## config.mk

```make
export PLATFORM = sky130hd
export DESIGN_NAME = rv_decode_stage
export DESIGN_NICKNAME = d
export VERILOG_FILES = /design/src/rtl/rv_decode_stage.sv
export SDC_FILE = /design/constraint.sdc
export NUM_CORES = 2
export LEC_CHECK = 0
export ABC_AREA = 1
export BUFFER_PORTS_ARGS = -buffer_cell sky130_fd_sc_hd__buf_4
export CELL_PAD_IN_SITES_DETAIL_PLACEMENT = 2
export CELL_PAD_IN_SITES_GLOBAL_PLACEMENT = 2
export CORE_MARGIN = 2
export CORE_UTILIZATION = 36
export DETAILED_ROUTE_END_ITERATION = 10
export PLACE_DENSITY_LB_ADDON = 0.08
export SLEW_MARGIN = 5
export SYNTH_ARGS = -nofsm -noshare
export SYNTH_HDL_FRONTEND = slang
export SYNTH_SLANG_ARGS = --single-unit
```

## constraint.sdc

```tcl
create_clock -name i_aclk -period 7.3 [get_ports i_aclk]
set_input_delay 1.825 -clock i_aclk [delete_from_list [all_inputs] [get_ports i_aclk]]
set_output_delay 1.825 -clock i_aclk [all_outputs]
set_load 0.1 [all_outputs]
```

## src/rtl/rv_decode_stage.sv

```systemverilog
`default_nettype none
// ============================================================================
// rv_decode_stage: elastic decode register, integer register file with
// write-through bypass, immediate extraction and in-decode branch resolution.
// Revision: 1.0
// ============================================================================
module rv_decode_stage #(
  parameter int              XLEN     = 32,
  parameter int              NUM_REGS = 32,
  parameter int              ILEN     = 32,
  parameter logic [ILEN-1:0] NOOP     = 32'h00000013,
  localparam int             RA       = $clog2(NUM_REGS)
) (
  input  logic            i_aclk,
  input  logic            i_areset_n,
  input  logic            i_valid,
  output logic            o_ready,
  input  logic [ILEN-1:0] i_instr,
  input  logic [XLEN-1:0] i_pc,
  input  logic            i_flush,
  output logic            o_valid,
  input  logic            i_ready,
  output logic [XLEN-1:0] o_pc,
  output logic [6:0]      o_opcode,
  output logic [2:0]      o_funct3,
  output logic [6:0]      o_funct7,
  output logic [RA-1:0]   o_rd_addr,
  output logic [RA-1:0]   o_rs1_addr,
  output logic [RA-1:0]   o_rs2_addr,
  output logic [XLEN-1:0] o_rd1,
  output logic [XLEN-1:0] o_rd2,
  output logic [XLEN-1:0] o_imm,
  input  logic            i_wb,
  input  logic [RA-1:0]   i_wb_addr,
  input  logic [XLEN-1:0] i_wb_data,
  input  logic            i_fwd_a,
  input  logic            i_fwd_b,
  input  logic [XLEN-1:0] i_fdata_a,
  input  logic [XLEN-1:0] i_fdata_b,
  output logic            o_branch_valid,
  output logic [XLEN-1:0] o_branch_addr
);

  localparam logic [6:0] OP_LOAD   = 7'b0000011;
  localparam logic [6:0] OP_IMM    = 7'b0010011;
  localparam logic [6:0] OP_JALR   = 7'b1100111;
  localparam logic [6:0] OP_STORE  = 7'b0100011;
  localparam logic [6:0] OP_BRANCH = 7'b1100011;
  localparam logic [6:0] OP_LUI    = 7'b0110111;
  localparam logic [6:0] OP_AUIPC  = 7'b0010111;
  localparam logic [6:0] OP_JAL    = 7'b1101111;

  logic            valid_q;
  logic [ILEN-1:0] instr_q;
  logic [XLEN-1:0] pc_q;
  logic [XLEN-1:0] regs [NUM_REGS];
  logic            take_in;
  logic [31:0]     imm32;
  logic            cond;
  logic            taken;

  assign o_ready = ~valid_q | i_ready | i_flush;
  assign take_in = i_valid & o_ready & ~i_flush;

  // Flush wins over capture; an emptied stage always holds the bubble.
  always_ff @(posedge i_aclk or negedge i_areset_n) begin
    if (!i_areset_n) begin
      valid_q <= 1'b0;
      instr_q <= NOOP;
      pc_q    <= '0;
    end else if (i_flush) begin
      valid_q <= 1'b0;
      instr_q <= NOOP;
    end else if (take_in) begin
      valid_q <= 1'b1;
      instr_q <= i_instr;
      pc_q    <= i_pc;
    end else if (valid_q & i_ready) begin
      valid_q <= 1'b0;
      instr_q <= NOOP;
    end
  end

  always_ff @(posedge i_aclk or negedge i_areset_n) begin
    if (!i_areset_n) begin
      for (int i = 0; i < NUM_REGS; i++) regs[i] <= '0;
    end else if (i_wb && (i_wb_addr != '0)) begin
      regs[i_wb_addr] <= i_wb_data;
    end
  end

  assign o_valid    = valid_q;
  assign o_pc       = pc_q;
  assign o_opcode   = instr_q[6:0];
  assign o_funct3   = instr_q[14:12];
  assign o_funct7   = instr_q[31:25];
  assign o_rd_addr  = instr_q[7 +: RA];
  assign o_rs1_addr = instr_q[15 +: RA];
  assign o_rs2_addr = instr_q[20 +: RA];

  // Forwarding beats the same-cycle write-back, which beats the array.
  always_comb begin
    o_rd1 = regs[o_rs1_addr];
    if (o_rs1_addr == '0)                          o_rd1 = '0;
    else if (i_wb && (i_wb_addr == o_rs1_addr))    o_rd1 = i_wb_data;
    if (i_fwd_a)                                   o_rd1 = i_fdata_a;
  end

  always_comb begin
    o_rd2 = regs[o_rs2_addr];
    if (o_rs2_addr == '0)                          o_rd2 = '0;
    else if (i_wb && (i_wb_addr == o_rs2_addr))    o_rd2 = i_wb_data;
    if (i_fwd_b)                                   o_rd2 = i_fdata_b;
  end

  always_comb begin
    imm32 = '0;
    case (o_opcode)
      OP_LOAD, OP_IMM, OP_JALR:
        imm32 = {{20{instr_q[31]}}, instr_q[31:20]};
      OP_STORE:
        imm32 = {{20{instr_q[31]}}, instr_q[31:25], instr_q[11:7]};
      OP_BRANCH:
        imm32 = {{19{instr_q[31]}}, instr_q[31], instr_q[7], instr_q[30:25],
                 instr_q[11:8], 1'b0};
      OP_LUI, OP_AUIPC:
        imm32 = {instr_q[31:12], 12'b0};
      OP_JAL:
        imm32 = {{11{instr_q[31]}}, instr_q[31], instr_q[19:12], instr_q[20],
                 instr_q[30:21], 1'b0};
      default: imm32 = '0;
    endcase
  end

  assign o_imm = {{(XLEN-31){imm32[31]}}, imm32[30:0]};

  always_comb begin
    cond = 1'b0;
    case (o_funct3)
      3'b000:  cond = (o_rd1 == o_rd2);
      3'b001:  cond = (o_rd1 != o_rd2);
      3'b100:  cond = ($signed(o_rd1) <  $signed(o_rd2));
      3'b101:  cond = ($signed(o_rd1) >= $signed(o_rd2));
      3'b110:  cond = (o_rd1 <  o_rd2);
      3'b111:  cond = (o_rd1 >= o_rd2);
      default: cond = 1'b0;
    endcase
  end

  assign taken = ((o_opcode == OP_BRANCH) & cond) | (o_opcode == OP_JAL) |
                 (o_opcode == OP_JALR);

  assign o_branch_addr = (o_opcode == OP_JALR)
                         ? ((o_rd1 + o_imm) & {{(XLEN-1){1'b1}}, 1'b0})
                         : (pc_q + o_imm);

  // Pulse only on the outgoing transfer so a stalled jump redirects once.
  assign o_branch_valid = valid_q & i_ready & ~i_flush & taken;

endmodule
`default_nettype wire

```

After elaboration in Yosys (flattened, before gate mapping)
Cells that the tools add are included.
{ "totals": {"wordCells": 113, "out_inout_bits": 195, "ff_bits": 1089, "inputBits": 173} }
{ "op_classes": {"bitwise": 15, "n_reduce_logical": 12, "add_sub_neg": 2, "eq_ne": 17, "muxes": 24, "n_lt_le_gt_ge": 8} }
{ "ops": {"columns": ["op", "count"], "rows": [
  ["bitwise mux 1024 bit", 1],
  ["two-way mux 32 bit", 15],
  ["binary-select mux 32 bit (select 5 bit)", 2],
  ["demux 32 bit (select 5 bit)", 1],
  ["one-hot mux 32 bit (5 select lines)", 1],
  ["adder 32 bit", 2],
  ["greater-or-equal comparator 32 bit", 2],
  ["less-than comparator 32 bit", 2],
  ["equality test 32 bit", 1],
  ["!= test 32 bit", 1],
  ["equality test 7 bit (second input constant)", 3],
  ["greater-or-equal comparator 6 bit (second input constant)", 3],
  ["inverter 5 -> 6 bit", 3],
  ["equality test 7 x 5 -> 1 bit (second input constant)", 2],
  ["equality test 7 x 6 -> 1 bit (second input constant)", 2],
  ["equality test 3 bit (second input constant)", 4],
  ["equality test 5 bit", 2],
  ["zero test 5 bit", 2],
  ["equality test 7 x 2 -> 1 bit (second input constant)", 1],
  ["AND 1 bit", 6],
  ["less-than comparator 6 x 1 -> 1 bit (second input constant)", 1],
  ["one-hot mux 1 bit (6 select lines)", 1],
  ["nonzero test 5 bit", 1],
  ["logical AND 1 bit", 4],
  ["9 further kinds", 15]
]} }

Logic depth before layout (Yosys ltp)
{ "depth": {"depth_word": 13, "depth_mapped": 30, "ltp_nobuf": 28} }

Worst setup path after synthesis
No wires, ideal clock.
{ "synth_timing": {"path_kind": "input-to-output", "from": "input i_wb_addr[4]", "to": "output o_branch_addr[9]", "path_stages": 17, "t_arrival_ps": 8384, "setup_slack_ps": -2909, "cell_sequence": "buf_2 > inv_2 > o21ai_0 > a21oi_1 > nand3_2 > inv_2 > clkbuf_1 > nor2_1 > o21ai_0 > ha_1 > a21oi_1 > nand2_4 > nand2_4 > nand2_4 > nand2_4 > a21boi_0 > o21ai_0"} }
{ "synth_between": {"elab_chain_len": 7} }
{ "synth_rtl": {"columns": ["element", "line_no", "text"], "rows": [
  ["start: declaration", "34", "input logic [RA-1:0] i_wb_addr,"],
  ["equality test 5 bit", "105", "else if (i_wb && (i_wb_addr == o_rs1_addr)) o_rd1 = i_wb_data;"],
  ["logical AND 1 bit", "105", null],
  ["two-way mux 32 bit", "105", null],
  ["two-way mux 32 bit", "104", "if (o_rs1_addr == '0) o_rd1 = '0;"],
  ["two-way mux 32 bit", "106", "if (i_fwd_a) o_rd1 = i_fdata_a;"],
  ["via o_rd1[2]", "30", "output logic [XLEN-1:0] o_rd1,"],
  ["adder 32 bit", "154", "? ((o_rd1 + o_imm) & {{(XLEN-1){1'b1}}, 1'b0})"],
  ["two-way mux 32 bit", "154", null],
  ["end: declaration", "41", "output logic [XLEN-1:0] o_branch_addr"]
]} }
The timed path passes the listed nets, and every way through them passes these cells.

Worst setup path after layout
{ "layout_timing": {"from": "register instr_q[20]", "to": "output o_branch_valid"} }
{ "layout_between": {"elab_chain_len": 13} }
{ "layout_rtl": {"columns": ["element", "line_no", "text"], "rows": [
  ["start: declaration", "54", "logic [ILEN-1:0] instr_q;"],
  ["start signal: assignment", "76", "instr_q <= i_instr;"],
  ["inverter 5 -> 6 bit (implied by the code)", "110", "o_rd2 = regs[o_rs2_addr];"],
  ["binary-select mux 32 bit (select 5 bit)", "110", null],
  ["two-way mux 32 bit (implied by the code) (2 in series)", "110", null],
  ["two-way mux 32 bit", "112", "else if (i_wb && (i_wb_addr == o_rs2_addr)) o_rd2 = i_wb_data;"],
  ["two-way mux 32 bit *", "111", "if (o_rs2_addr == '0) o_rd2 = '0;"],
  ["two-way mux 32 bit *", "113", "if (i_fwd_b) o_rd2 = i_fdata_b;"],
  ["greater-or-equal comparator 32 bit (tied with other cells)", "145", "3'b111: cond = (o_rd1 >= o_rd2);"],
  ["one-hot mux 1 bit (6 select lines) *", "139", "case (o_funct3)"],
  ["AND 1 bit *", "150", "assign taken = ((o_opcode == OP_BRANCH) & cond) | (o_opcode == OP_JAL) |"],
  ["OR 1 bit * (2 in series)", "150", null],
  ["AND 1 bit *", "158", "assign o_branch_valid = valid_q & i_ready & ~i_flush & taken;"],
  ["end: declaration", "40", "output logic o_branch_valid,"]
]} }
Every way passes the cells marked *; elsewhere a longest branch is shown, timed or not. The select of a mux whose other input is x is not followed.

==> results_dict.tcl <==
set metrics [dict create \
    min_period_ns 7.42 \
    min_path_type "reg -> reg" \
    dp_hpwl_mm 249 \
    status "complete, but fails checks" \
    critPathCaptureType "primary output" \
    clock_skew_ns 0.0354 \
    via_per_inst 6.35 \
    routedWlPerCell_um 34.8 \
    area_growth_pct 26.6 \
    cp_slowest_stage_delay_ns 0.57 \
    crit_buf_inv 7 \
    rsz0062_at_grt "yes" \
    stdcell_area_mm2 0.0801 \
    final_nets 9304 \
    placementRows 153 \
    synth_commonest_cells "o21ai_0 (2047), nand2_1 (1494), dfrtp_1 (1086)" \
    cp_slowest_cell "dfrtp_4" \
    num_vias 72900 \
    crit_fanout 13 \
    fmax_ghz 0.135 \
    fin_ws_ns -0.116 \
    yosys-top-cells-area "dfrtp_1 (43%), o21ai_0 (16%), nand2_1 (8.9%)" \
    grt-busiest-layer "met2" \
    dpl_cell_area_mm2 0.0716 \
    final.setup.tns_ns -0.215 \
    drt-pass1-iter-count 8 \
    yosysWarnings 0 \
    cts_max_level 4 \
    synthesis.area_mm2 0.0633 \
    synth_fp_nets 8889 \
    ys_ff_latch 1089 \
    cts_tree "built" \
    place_inst 11100 \
    yosysUniqueCellTypes 57 \
    grt_pass1_vias 75300 \
    synth_top_cell_by_area "dfrtp_1" \
    worst_pin_slew_ns 1.29 \
    power_leakage_nw 36.0 \
    clk_pin_slew_ns 0.06 \
    syn_avg_cell_area_um2 7.34 \
    critical_path_class "reg -> out" \
    clock_latency_ns 0.82 \
    routed_wl_mm 400 \
    yosysMostFrequentCell "o21ai_0" \
    maxCapViolations 0 \
    power_density_mw_per_mm2 275 \
    synth_ff_type "dfrtp_1" \
    cts_buffer_depth 3 \
    ir_drop_uv 235 \
    ioPinCount 368 \
    fin_crit_sh_pct 102 \
    grt_pass1_wl_mm 556 \
    io_buffer_count 367 \
    grt_overflow 0 \
    grt_max_degree 147 \
    report.final.slew_viol_count 0 \
    post-route-util_pct 46.0 \
    setup_violations 5 \
    chipHeight_um 423 \
    place.gp.congestion 0.996 \
    coreArea_mm2 0.174 \
    max-slew-margin-rel_pct 13.2 \
    antenna_found_initial 49 \
    seq_area_frac_synth_pct 43.1 \
    clock_sinks 1089 \
    cp.required_ns 5.48 \
    track_usage_pct 42.4 \
    drc 0 \
    drive_gt1_share_pct 18.0 \
    start_util_pct 36.3 \
    postSynth.asyncResetShare_pct 100 \
    critPathArrivalTime_ns 5.59 \
    hold_viol_final 0 \
    cts-root-buf "clkbuf_16" \
    drt_iter0_markers 7569 \
    final_antenna_net_count 0 \
    final_cells 11500 \
    cp-start-kind "flip-flop" \
    die_area_mm2 0.179 \
    grt_util_met2_pct 64.4 \
    die_w_um 423 \
    cts_buffers 138 \
    synth_edf_count 0 \
    path_delay_family "compound AO/OA/AOI/OAI gates" \
    use_met3_pct 8.77 \
    globalRouteMet1Util_pct 55.2 \
    violations "setup timing" \
    synth_top_area_share_pct 42.9 \
    synth_cells 8621 \
]
## cell families after synthesis
group / synth area share (%)
mux: 0.552
simple gates: 16.4
buf+inv: 9.02
fa+ha+maj: 1.90
xor+xnor: 0.291
flops: 43.1
compound gates: 28.8
## report_power, final
group | switching (mW) | internal [mW] | leakage (nW)
registers | 0.827 | 7.17 | 13.8
clock network | 3.05 | 4.19 | 2.27
logic | 4.76 | 2.04 | 19.9
total | 8.64 | 13.4 | 36.0
## sequential cells by signal, indices dropped and copies added, names as in the netlist
name,flops
instr_q,32
o_pc,32
o_valid,1
regs,1024
## path summary, 6_finish.rpt
| kind | startpoint | endpoint | slack, ns | cells past startpoint |
|---|---|---|---|---|
| hold / removal | regs[992]$_DFFE_PN0P_ | regs[992]$_DFFE_PN0P_ | 0.38 | 0 |
| setup / recovery | instr_q[20]$_DFFE_PN0P_ | o_branch_valid | -0.12 | 27 |
| min in group asynchronous | i_areset_n | regs[129]$_DFFE_PN0P_ | 1.02 | 1 |
| max in group asynchronous | i_areset_n | regs[411]$_DFFE_PN0P_ | 4.51 | 2 |
| hold reg to reg | regs[992]$_DFFE_PN0P_ | regs[992]$_DFFE_PN0P_ | 0.38 | 0 |
| setup reg to reg | o_valid$_DFFE_PN0P_ | instr_q[4]$_DFFE_PN1P_ | 4.97 | 4 |
## repair_timing
item,in CTS,in global routing
setup buffers,46,45
gates resized for setup,186,287
cloned,22,20
hold buffers,0,0
pin swaps,21,86
setup endpoints to repair,22,20
## cell usage in the layout (no fill, tap or decap), types with 36 or more instances in the layout
| cell | count |
|---|---|
| o21ai_0 | 1915 |
| nand2_1 | 1439 |
| dfrtp_1 | 1075 |
| a21oi_1 | 878 |
| buf_4 | 849 |
| inv_1 | 672 |
| nand3_1 | 526 |
| nor2_1 | 335 |
| o211ai_1 | 227 |
| clkbuf_16 | 160 |
| o21ai_1 | 104 |
| buf_12 | 84 |
| ha_1 | 79 |
| nand2_2 | 39 |
| nand3_2 | 36 |
## worst reg2reg max path, stage by stage, from the launching register on
cell	delay, ns
dfrtp_1	0.43
nand3_1	0.24
nand3_4	0.84
o21ai_0	0.58
o21ai_0	0.18
## stage by stage
| stage | setup WS [ns] | hold WS, ns | power (mW) |
|---|---|---|---|
| 2_1_floorplan | -0.0133 | 0.429 | 11.5 |
| 3_3_place_gp | -0.431 | 0.365 | 13.8 |
| 3_5_place_dp | -0.481 | 0.368 | 14.1 |
| 4_1_cts | -0.0561 | 0.381 | 21.6 |
| 5_1_grt | -0.189 | 0.398 | 22.9 |
| 6_report | -0.116 | 0.379 | 22.0 |
## layer usage
| metal | share of wire, % | vias to the layer above |
|---|---|---|
| met5 | 0.051 | - |
| li1 | - | 30300 |
| met3 | 8.7 | 1103 |
| met4 | 6.8 | 28 |
| met1 | 40 | 38000 |
| met2 | 44 | 3501 |
## cell type report
| type | instances | area, um^2 |
|---|---|---|
| Multi-Input combinational cell | 6070 | 32200 |
| Sequential cell | 1089 | 27300 |
| Inverter | 700 | 2760 |
| Timing Repair inverter | 5 | 51.3 |
| Clock inverter | 42 | 586 |
| Fill cell | 19400 | 94100 |
| Clock buffer | 203 | 4060 |
| Antenna cell | 22 | 55.1 |
| Tap cell | 2325 | 2910 |
| Timing Repair Buffer | 1032 | 10300 |
Note: power is estimated with default switching activity, not from simulation.
